File: src/rtl/vn_eject_queue.sv
// Virtual-network ejection unit: reassembles router flits into whole messages,
// queues completed messages and hands each to one of NUM_DST local consumers.

`ifndef HEADER
`define HEADER      2'b01
`endif
`ifndef PAYLOAD
`define PAYLOAD     2'b00
`endif
`ifndef TAIL
`define TAIL        2'b10
`endif
`ifndef HEADER_TAIL
`define HEADER_TAIL 2'b11
`endif

module vn_eject_queue #(
    parameter int                       FLIT_w      = 64,
    parameter int                       MAX_FLITS   = 9,
    parameter int                       NUM_DST     = 6,
    parameter int                       DST_w       = 4,
    parameter int                       DST_LSB     = 0,
    parameter logic [NUM_DST*DST_w-1:0] DST_CODES   = 24'h54_3210,
    parameter int                       QUEUE_DEPTH = 2,
    parameter bit                       TAIL_AT_END = 1'b1,
    parameter bit                       MS_FILTER   = 1'b0,
    parameter logic [DST_w-1:0]         MS_CODE     = 4'hF
) (
    input  logic                        clk,
    input  logic                        rst,
    input  logic                        valid,
    input  logic [FLIT_w-1:0]           flit,
    input  logic [1:0]                  flit_type,
    output logic                        go,
    input  logic [NUM_DST-1:0]          avail,
    output logic [NUM_DST-1:0]          req,
    output logic [MAX_FLITS*FLIT_w-1:0] msg,
    output logic [2:0]                  err,
    output logic [31:0]                 msg_cnt
);

    localparam int MSG_W = MAX_FLITS * FLIT_w;
    localparam int FN_W  = (MAX_FLITS > 1) ? $clog2(MAX_FLITS) : 1;
    localparam int PTR_W = (QUEUE_DEPTH > 1) ? $clog2(QUEUE_DEPTH) : 1;
    localparam int CNT_W = $clog2(QUEUE_DEPTH + 1);

    localparam logic [FN_W-1:0]  LAST_IDX = FN_W'(MAX_FLITS - 1);
    localparam logic [PTR_W-1:0] PTR_LAST = PTR_W'(QUEUE_DEPTH - 1);
    localparam logic [CNT_W-1:0] DEPTH_C  = CNT_W'(QUEUE_DEPTH);

    localparam logic [1:0] FT_HDR      = `HEADER;
    localparam logic [1:0] FT_PAYLOAD  = `PAYLOAD;
    localparam logic [1:0] FT_TAIL     = `TAIL;
    localparam logic [1:0] FT_HDR_TAIL = `HEADER_TAIL;

    typedef enum logic {IDLE = 1'b0, ASM = 1'b1} state_e;

    state_e                           state_q, state_d;
    logic [FN_W-1:0]                  fn_q, fn_d;
    logic [MAX_FLITS-1:0][FLIT_w-1:0] asm_q, asm_d;
    logic                             ms_drop_q, ms_drop_d;
    logic [PTR_W-1:0]                 head_q, head_d, tail_q, tail_d;
    logic [CNT_W-1:0]                 count_q, count_d;
    logic [2:0]                       err_q, err_d;
    logic [31:0]                      msg_cnt_q, msg_cnt_d;
    logic [MSG_W-1:0]                 queue_q [QUEUE_DEPTH];

    logic             take, live, hdr_ms;
    logic             push, pop, xfer, drop_head, nonempty;
    logic [MSG_W-1:0] push_msg, head_msg;
    logic [FN_W-1:0]  tail_idx;
    logic [2:0]       flit_err;
    logic [NUM_DST-1:0] match;

    function automatic logic [PTR_W-1:0] ptr_next(input logic [PTR_W-1:0] p);
        return (p == PTR_LAST) ? '0 : p + 1'b1;
    endfunction

    // go depends only on registered occupancy, never on avail or valid.
    assign go     = ~rst & (count_q < DEPTH_C);
    assign take   = valid & go;
    assign live   = take & ~ms_drop_q;
    assign hdr_ms = MS_FILTER && (flit[DST_LSB +: DST_w] == MS_CODE);

    // Next-state logic for the assembly FSM and the Message-System drop latch.
    always_comb begin
        // NOTE: every comb output gets a default first so no latch is inferred.
        state_d   = state_q;
        ms_drop_d = ms_drop_q;
        if (take && ms_drop_q) begin
            if (flit_type == FT_TAIL || flit_type == FT_HDR_TAIL) ms_drop_d = 1'b0;
        end else if (live) begin
            case (flit_type)
                FT_HDR: begin
                    state_d   = hdr_ms ? IDLE : ASM;
                    ms_drop_d = hdr_ms;
                end
                FT_HDR_TAIL, FT_TAIL: state_d = IDLE;
                default: ;
            endcase
        end
    end

    // Assembly datapath: buffer writes, completed-message push and flit errors.
    always_comb begin
        fn_d     = fn_q;
        asm_d    = asm_q;
        push     = 1'b0;
        push_msg = '0;
        tail_idx = fn_q;
        flit_err = '0;
        if (valid && !go) flit_err[2] = 1'b1;
        if (live) begin
            case (flit_type)
                FT_HDR, FT_HDR_TAIL: begin
                    if (state_q == ASM) flit_err[0] = 1'b1;
                    if (!hdr_ms) begin
                        if (flit_type == FT_HDR) begin
                            asm_d    = '0;
                            asm_d[0] = flit;
                            fn_d     = FN_W'(1);
                        end else begin
                            push     = 1'b1;
                            push_msg = MSG_W'(flit);
                        end
                    end
                end
                FT_PAYLOAD: begin
                    if (state_q == IDLE)       flit_err[0] = 1'b1;
                    else if (fn_q == LAST_IDX) flit_err[1] = 1'b1;
                    else begin
                        asm_d[fn_q] = flit;
                        fn_d        = fn_q + 1'b1;
                    end
                end
                default: begin
                    if (state_q == IDLE) flit_err[0] = 1'b1;
                    else begin
                        // A tail that is the 2nd flit always lands in word 1.
                        if (TAIL_AT_END) tail_idx = (fn_q == FN_W'(1)) ? FN_W'(1) : LAST_IDX;
                        asm_d[tail_idx] = flit;
                        push            = 1'b1;
                        push_msg        = asm_d;
                    end
                end
            endcase
        end
    end

    // Delivery: decode the head destination, drive req/msg, pop on transfer.
    always_comb begin
        head_msg = queue_q[head_q];
        for (int i = 0; i < NUM_DST; i++) begin
            match[i] = (head_msg[DST_LSB +: DST_w] == DST_CODES[i*DST_w +: DST_w]);
        end
        nonempty  = (count_q != '0);
        req       = nonempty ? match : '0;
        msg       = nonempty ? head_msg : '0;
        xfer      = |(req & avail);
        drop_head = nonempty & ~(|match);
        pop       = xfer | drop_head;
    end

    always_comb begin
        head_d  = pop  ? ptr_next(head_q) : head_q;
        tail_d  = push ? ptr_next(tail_q) : tail_q;
        count_d = count_q;
        if (push && !pop)      count_d = count_q + 1'b1;
        else if (!push && pop) count_d = count_q - 1'b1;
        err_d     = err_q | flit_err | {drop_head, 2'b00};
        msg_cnt_d = msg_cnt_q + (xfer ? 32'd1 : 32'd0);
    end

    // NOTE: sequential state uses non-blocking assignments only.
    always_ff @(posedge clk or posedge rst) begin
        if (rst) begin
            state_q   <= IDLE;
            fn_q      <= '0;
            asm_q     <= '0;
            ms_drop_q <= 1'b0;
            head_q    <= '0;
            tail_q    <= '0;
            count_q   <= '0;
            err_q     <= '0;
            msg_cnt_q <= '0;
        end else begin
            state_q   <= state_d;
            fn_q      <= fn_d;
            asm_q     <= asm_d;
            ms_drop_q <= ms_drop_d;
            head_q    <= head_d;
            tail_q    <= tail_d;
            count_q   <= count_d;
            err_q     <= err_d;
            msg_cnt_q <= msg_cnt_d;
        end
    end

    // NOTE: the message store has no reset; entries are only visible via msg
    // while count_q is non-zero, and reset clears count_q.
    always_ff @(posedge clk) begin
        if (push) queue_q[tail_q] <= push_msg;
    end

    assign err     = err_q;
    assign msg_cnt = msg_cnt_q;

endmodule

File: config.mk
export PLATFORM = sky130hd
export DESIGN_NAME = vn_eject_queue
export DESIGN_NICKNAME = d
export VERILOG_FILES = /design/src/rtl/vn_eject_queue.sv
export SDC_FILE = /design/constraint.sdc
export NUM_CORES = 2
export LEC_CHECK = 0
export CORE_MARGIN = 1.5
export CORE_UTILIZATION = 57
export DETAILED_ROUTE_END_ITERATION = 10
export DONT_BUFFER_PORTS = 1
export GPL_ROUTABILITY_DRIVEN = 0
export PLACE_DENSITY = 0.81
export SLEW_MARGIN = 20
export SYNTH_ARGS = -nofsm -noshare
export SYNTH_HDL_FRONTEND = slang
export SYNTH_SLANG_ARGS = --single-unit
File: constraint.sdc
create_clock -name clk -period 43 [get_ports clk]
set_input_delay 8.6 -clock clk [delete_from_list [all_inputs] [get_ports clk]]
set_output_delay 8.6 -clock clk [all_outputs]
set_load 0.02 [all_outputs]
; After elaboration in Yosys (flattened, before gate mapping)
; Memories as Yosys holds them, arrays and structs flattened.
; Index checks and enable logic that the tools add are counted.
[totals]
reg_bits = 621
ramBits = 1152
in_bits = 75
output_inout_bits = 618
wordCells = 131
n_memories = 1
[memory_table]
columns = name, depth, width, rd, rd_ports_with_merged_regs, wr, line
row1 = queue_q, 2, 576, 1, 0, 1, 66  ; logic [MSG_W-1:0] queue_q [QUEUE_DEPTH];
[op_classes]
addsub = 6
order_cmp = 5
n_eq_ne = 14
n_mux = 48
bitwise = 12
reduce_logical = 28
[ops]
columns = op, n
row1 = $mux W576, 7
row2 = $pmux W576 S2, 2
row3 = $bwmux W576, 2
row4 = $demux W64 S4, 2
row5 = $mux W64, 3
row6 = $add A32 B1 Y32, 1
row7 = $mux W4, 7
row8 = $mux W1, 18
row9 = $reduce_bool A2 Y1, 7
row10 = $reduce_or A6 Y1, 2
row11 = $lt A4 B5 Y1 const B, 2
row12 = $reduce_and A5 Y1, 2
row13 = $eq A4 B1 Y1 const B, 2
row14 = $eq A4 B2 Y1 const B, 2
row15 = $eq A4 B3 Y1 const B, 2
row16 = $ge A4 B1 Y1 const B, 2
row17 = $pmux W4 S2, 1
row18 = $and A6 B6 Y6, 1
row19 = $logic_and A1 B1 Y1, 6
row20 = $mux W2, 3
row21 = $mux W6, 1
row22 = $ne A2 B2 Y1 const B, 3
row23 = $or A3 B3 Y3, 2
row24 = $reduce_and A3 Y1, 2
row25 = 19 further kinds, 31

; Depth between registers and ports, before layout
[depth]
ltp_word = 13
ltp_mapped = 14
ltp_nobuf = 12

; Worst setup path before layout
; No wires, ideal clock.
[synth_timing]
path_type = input-to-reg
from = in valid
to = mem queue_q[0][0] (netlist name), enable pin
setup_time_ns = 2.222
arrival_ns = 48.280
setup_slack_ns = -7.502
stages = 4
path_buffers = 1
cell_sequence = nor3b_4 nand2_1 clkbuf_1 nor3_1
[synth_between]
elab_chain_cells = 5
[synth_lines]
columns = item, line
row1 = from (decl), 31  ; input logic valid,
row2 = $and A1 B1 Y1, 81  ; assign take = valid & go;
row3 = $and A1 B1 Y1, 82  ; assign live = take & ~ms_drop_q;
row4 = $mux W1, 113  ; if (live) begin
row5 = $mux W1, 202  ; if (push) queue_q[tail_q] <= push_msg;
row6 = $mux W1 (not written as such), 202
row7 = to (decl), 66
; Every way passes these cells.

; Worst setup path after layout
[layout_timing]
from = in rst
to = out go
[layout_between]
elab_chain_cells = 2
[layout_lines]
columns = item, line
row1 = from (decl), 30  ; input logic rst,
row2 = $not A1 Y1, 80  ; assign go = ~rst & (count_q < DEPTH_C);
row3 = $and A1 B1 Y1, 80
row4 = to (decl), 34  ; output logic go,
; Every way passes these cells.

==> Implementation_results.wiki <==
{| class="wikitable"
! Metric !! Value
|-
| CTS tree || built
|-
| R2r setup slk || 36.52 ns
|-
| Pin count of the biggest net entering global routing || 273
|-
| Required time of the worst setup path || about 34 ns
|-
| Status || complete, no violations
|-
| Final sum of negative setup slack || 0 ns
|-
| Level count of the clock H-tree || 4
|-
| Die outline width || 362 um
|-
| Flip-flop cell with the highest count after synthesis || edfxtp_1
|-
| Worst flop-to-flop path endpoint || queue_q[1][523]
|-
| DRT Wirelength || approximately 210000 um
|-
| Core Area || 0.128 sq mm
|-
| Overall fraction of global-route tracks in use || 0.319
|-
| Area of placed instances || around 0.075 sq mm
|-
| Full die area || 0.131 sq mm
|-
| Met3 track demand over resource || 0.0915
|-
| Time the final worst path needs with I/O delays and setup || approximately 18 ns
|-
| Mapped cell area || 0.0736 sq mm
|-
| Number of distinct library cells after synthesis || 51
|-
| Hold-fix buffers, CTS || 0
|-
| Upper clock frequency limit || roughly 0.057 GHz
|-
| Die extent in y || around 360 um
|-
| Syn nets || 6100
|-
| Launch instance of the worst min-delay path || asm_q[111]
|-
| Most common cell after layout, fill and taps aside || edfxtp_1
|-
| Count of mapped cells out of synthesis || between 6000 and 7000
|-
| Cells resized by post-CTS repair || 0
|-
| Cell internal pwr || around 3.3 mW
|-
| Biggest fanout along the worst timing path || 4
|-
| Post-synthesis average cell area || 12.2 sq um
|-
| Wire length per cell after detailed routing || 28.1 um
|-
| Number of nets with antenna violations after detailed routing || 0
|-
| Library cell contributing the largest single delay on the critical path || nor2_1
|-
| Post-CTS Setup Inserts || 0
|-
| Count of pins on the block boundary || approximately 690
|-
| Synthesis-to-finish area growth || 8.97%
|-
| Worst r2r path cells || 8
|-
| Relative contribution of combinational cells to total power || 0.290
|-
| Worst path bufs/invs || 0
|-
| Transition at the pin with the smallest max-transition slack || 1.15 ns
|-
| Clock network power share || 0.291
|-
| Total power || ~5.1 mW
|-
| Number of hold-slack violations in the final timing report || 0
|-
| Via count || about 47000
|-
| Launching element type of the critical path || input pin
|-
| Critical path class || input pin to primary output
|-
| Largest voltage drop on the vdd net || about 75 uV
|-
| Leakage || about 31 nW
|-
| Number of global-route vias before repair || 45400
|-
| Number of synthesized flops with an enable pin || about 1200
|-
| Switching part of the total || 0.361
|-
| YS warnings || 0
|-
| Final Instance Area || approximately 0.080 sq mm
|-
| Routing usage on met2 || 0.479
|-
| Final core area utilization || 0.628
|-
| Clock slew at reported path FFs || 0.06 ns
|-
| Worst-case headroom to the max-slew limit || 0.232
|-
| Total number of nets in the final design || 5871
|-
| Clock net sink count || roughly 1800
|-
| Signal arrival time at the worst endpoint || a little under 9 ns
|-
| Finish-stage setup viols || 0
|-
| Min setup slack post-route || 25.50 ns
|-
| RR Startpoint || count_q[1]
|-
| Root buf cell || clkbuf_16
|-
| Crit path from || rst
|-
| Net switching power of the design || ~1.9 mW
|-
| Grt total ovfl || 0
|-
| Max-slew violation count || 0
|-
| Detailed Place HPWL || approximately 120000 um
|-
| Number of buffers created by CTS || roughly 170
|-
| Starting Density || 0.576
|-
| Antenna violations before repair || 21
|-
| Ratio of final minimum period to clock period || 0.407
|-
| Power per standard cell area || between 60 and 70 mW/mm^2
|-
| Worst hold-check path type || register to register
|-
| Asr flop ratio synth || 0.350
|-
| Starting DRC count in detailed routing || around 6700
|-
| Unrepaired setup endpoints after global routing || no
|-
| Busiest layer in global routing || met2
|-
| Final routed DRC violation total || 0
|-
| CP peak stage delay || about 0.30 ns
|-
| Layout cells sized above 1 || 0.0786
|-
| Worst path depth || 1
|-
| Post-route clock skew || between 0.04 and 0.05 ns
|-
| Clk Latency, worst-skew pair || 0.84 ns
|-
| MaxCap Viol Count || 0
|-
| Routing usage on met1 || 0.418
|-
| Most frequent cells in the layout || edfxtp_1, nand2_1, nor2_1
|-
| Buffers added on ports || 0
|-
| Number of search-and-repair iterations in the first detailed-routing pass || 6
|-
| Clock tree buffer depth || 3
|-
| Number of rows created at floorplan || roughly 130
|-
| Share of the yosys chip area belonging to registers || 0.681
|-
| Cells along the critical path || nor2_1
|-
| Crit end category || primary output
|-
| End point of the critical path || go
|-
| Wire length of the first global-routing pass || 303000 um
|-
| Sequential group share of total power || 0.420
|-
| Top cell family by delay on the critical path || simple AND/OR/NAND/NOR gates
|-
| DR vias/cell || roughly 6.2
|-
| Yosys reg bits || about 1800
|-
| Dpl ws || 25.49 ns
|}
==> worst min-delay path by stage <==
| stage | slack [ns] | cells after the start | end |
|---|---|---|---|
| 2_1_floorplan | 0.45 | 1 | register |
| 3_3_place_gp | 0.46 | 1 | asm_q[112] |
| 3_5_place_dp | 0.47 | 1 | asm_q[123] |
| 4_1_cts | 0.48 | 1 | asm_q[103] |
| 5_1_grt | 0.48 | 1 | asm_q[103] |
| 6_report | 0.48 | 1 | asm_q[111] |
==> Yosys cell counts (2+ instances only) <==
| cell | n | area [sq um] |
|---|---|---|
| a21o_1 | 28 | 210 |
| a21oi_1 | 618 | 3090 |
| a21oi_2 | 2 | 17.5 |
| a22o_1 | 38 | 333 |
| a22oi_1 | 53 | 398 |
| and2_1 | 388 | 2430 |
| and3_1 | 22 | 138 |
| and4_1 | 2 | 17.5 |
| buf_1 | 70 | 263 |
| buf_2 | 120 | 601 |
| buf_6 | 6 | 67.6 |
| clkbuf_1 | 273 | 1020 |
| dfrtp_1 | 620 | 15500 |
| edfxtp_1 | 1152 | 34600 |
| ha_1 | 8 | 100 |
| inv_1 | 11 | 41.3 |
| mux2_1 | 6 | 67.6 |
| mux2_2 | 123 | 1390 |
| mux2i_1 | 576 | 5770 |
| nand2_1 | 976 | 3660 |
| nand3_1 | 49 | 245 |
| nand3b_1 | 2 | 15.0 |
| nand4_1 | 7 | 43.8 |
| nor2_1 | 789 | 2960 |
| nor2b_1 | 2 | 12.5 |
| nor3_1 | 8 | 40.0 |
| nor3b_1 | 4 | 30.0 |
| o21ai_0 | 5 | 25.0 |
| or4b_2 | 2 | 20.0 |
| xnor2_1 | 22 | 193 |
| xor2_1 | 15 | 131 |
==> cells by family after synthesis <==
group,after synthesis,share of synthesized area
and+or+nand+nor,2264,0.132
DFF,1772,0.681
AOI/OAI and AO/OA,751,0.0561
muxes,705,0.0980
buffers and inverters,480,0.0271
xor gates and xnor gates,37,0.00440
adders and majority gates,8,0.00136
==> metal layers <==
metal / wire length [um] / part of all wire
met4: 13200 / 0.062
met1: 78300 / 0.37
met5: 95 / 0.00044
met3: 25000 / 0.12
met2: 97200 / 0.45
==> cell type report <==
type | instances | area (sq um)
multi-input combinational | 3765 | 21700
inverter | 11 | 48.8
timing repair buffer | 65 | 668
antenna | 12 | 30.0
clock inverter | 75 | 792
tap | 1662 | 2080
fill | 9136 | 47600
sequential | 1772 | 50100
clock buffer | 252 | 4820
==> power groups by stage <==
stage | clock network (mW) | registers (mW) | logic, mW
after detailed placement | 0 | 2.18 | 1.47
after global placement | 0 | 2.17 | 1.43
after global routing | 1.56 | 2.18 | 1.57
after CTS | 1.50 | 2.15 | 1.48
after floorplan | 0 | 2.18 | 1.21
final | 1.49 | 2.15 | 1.49
==> through the flow <==
step	cells	hold WS, ns
4_1_cts	7599	0.478
2_1_floorplan	6017	0.449
6_report	7614	0.479
5_1_grt	7605	0.483
3_3_place_gp	7272	0.458
3_5_place_dp	7272	0.465
Power figures use the tool's default switching activity.
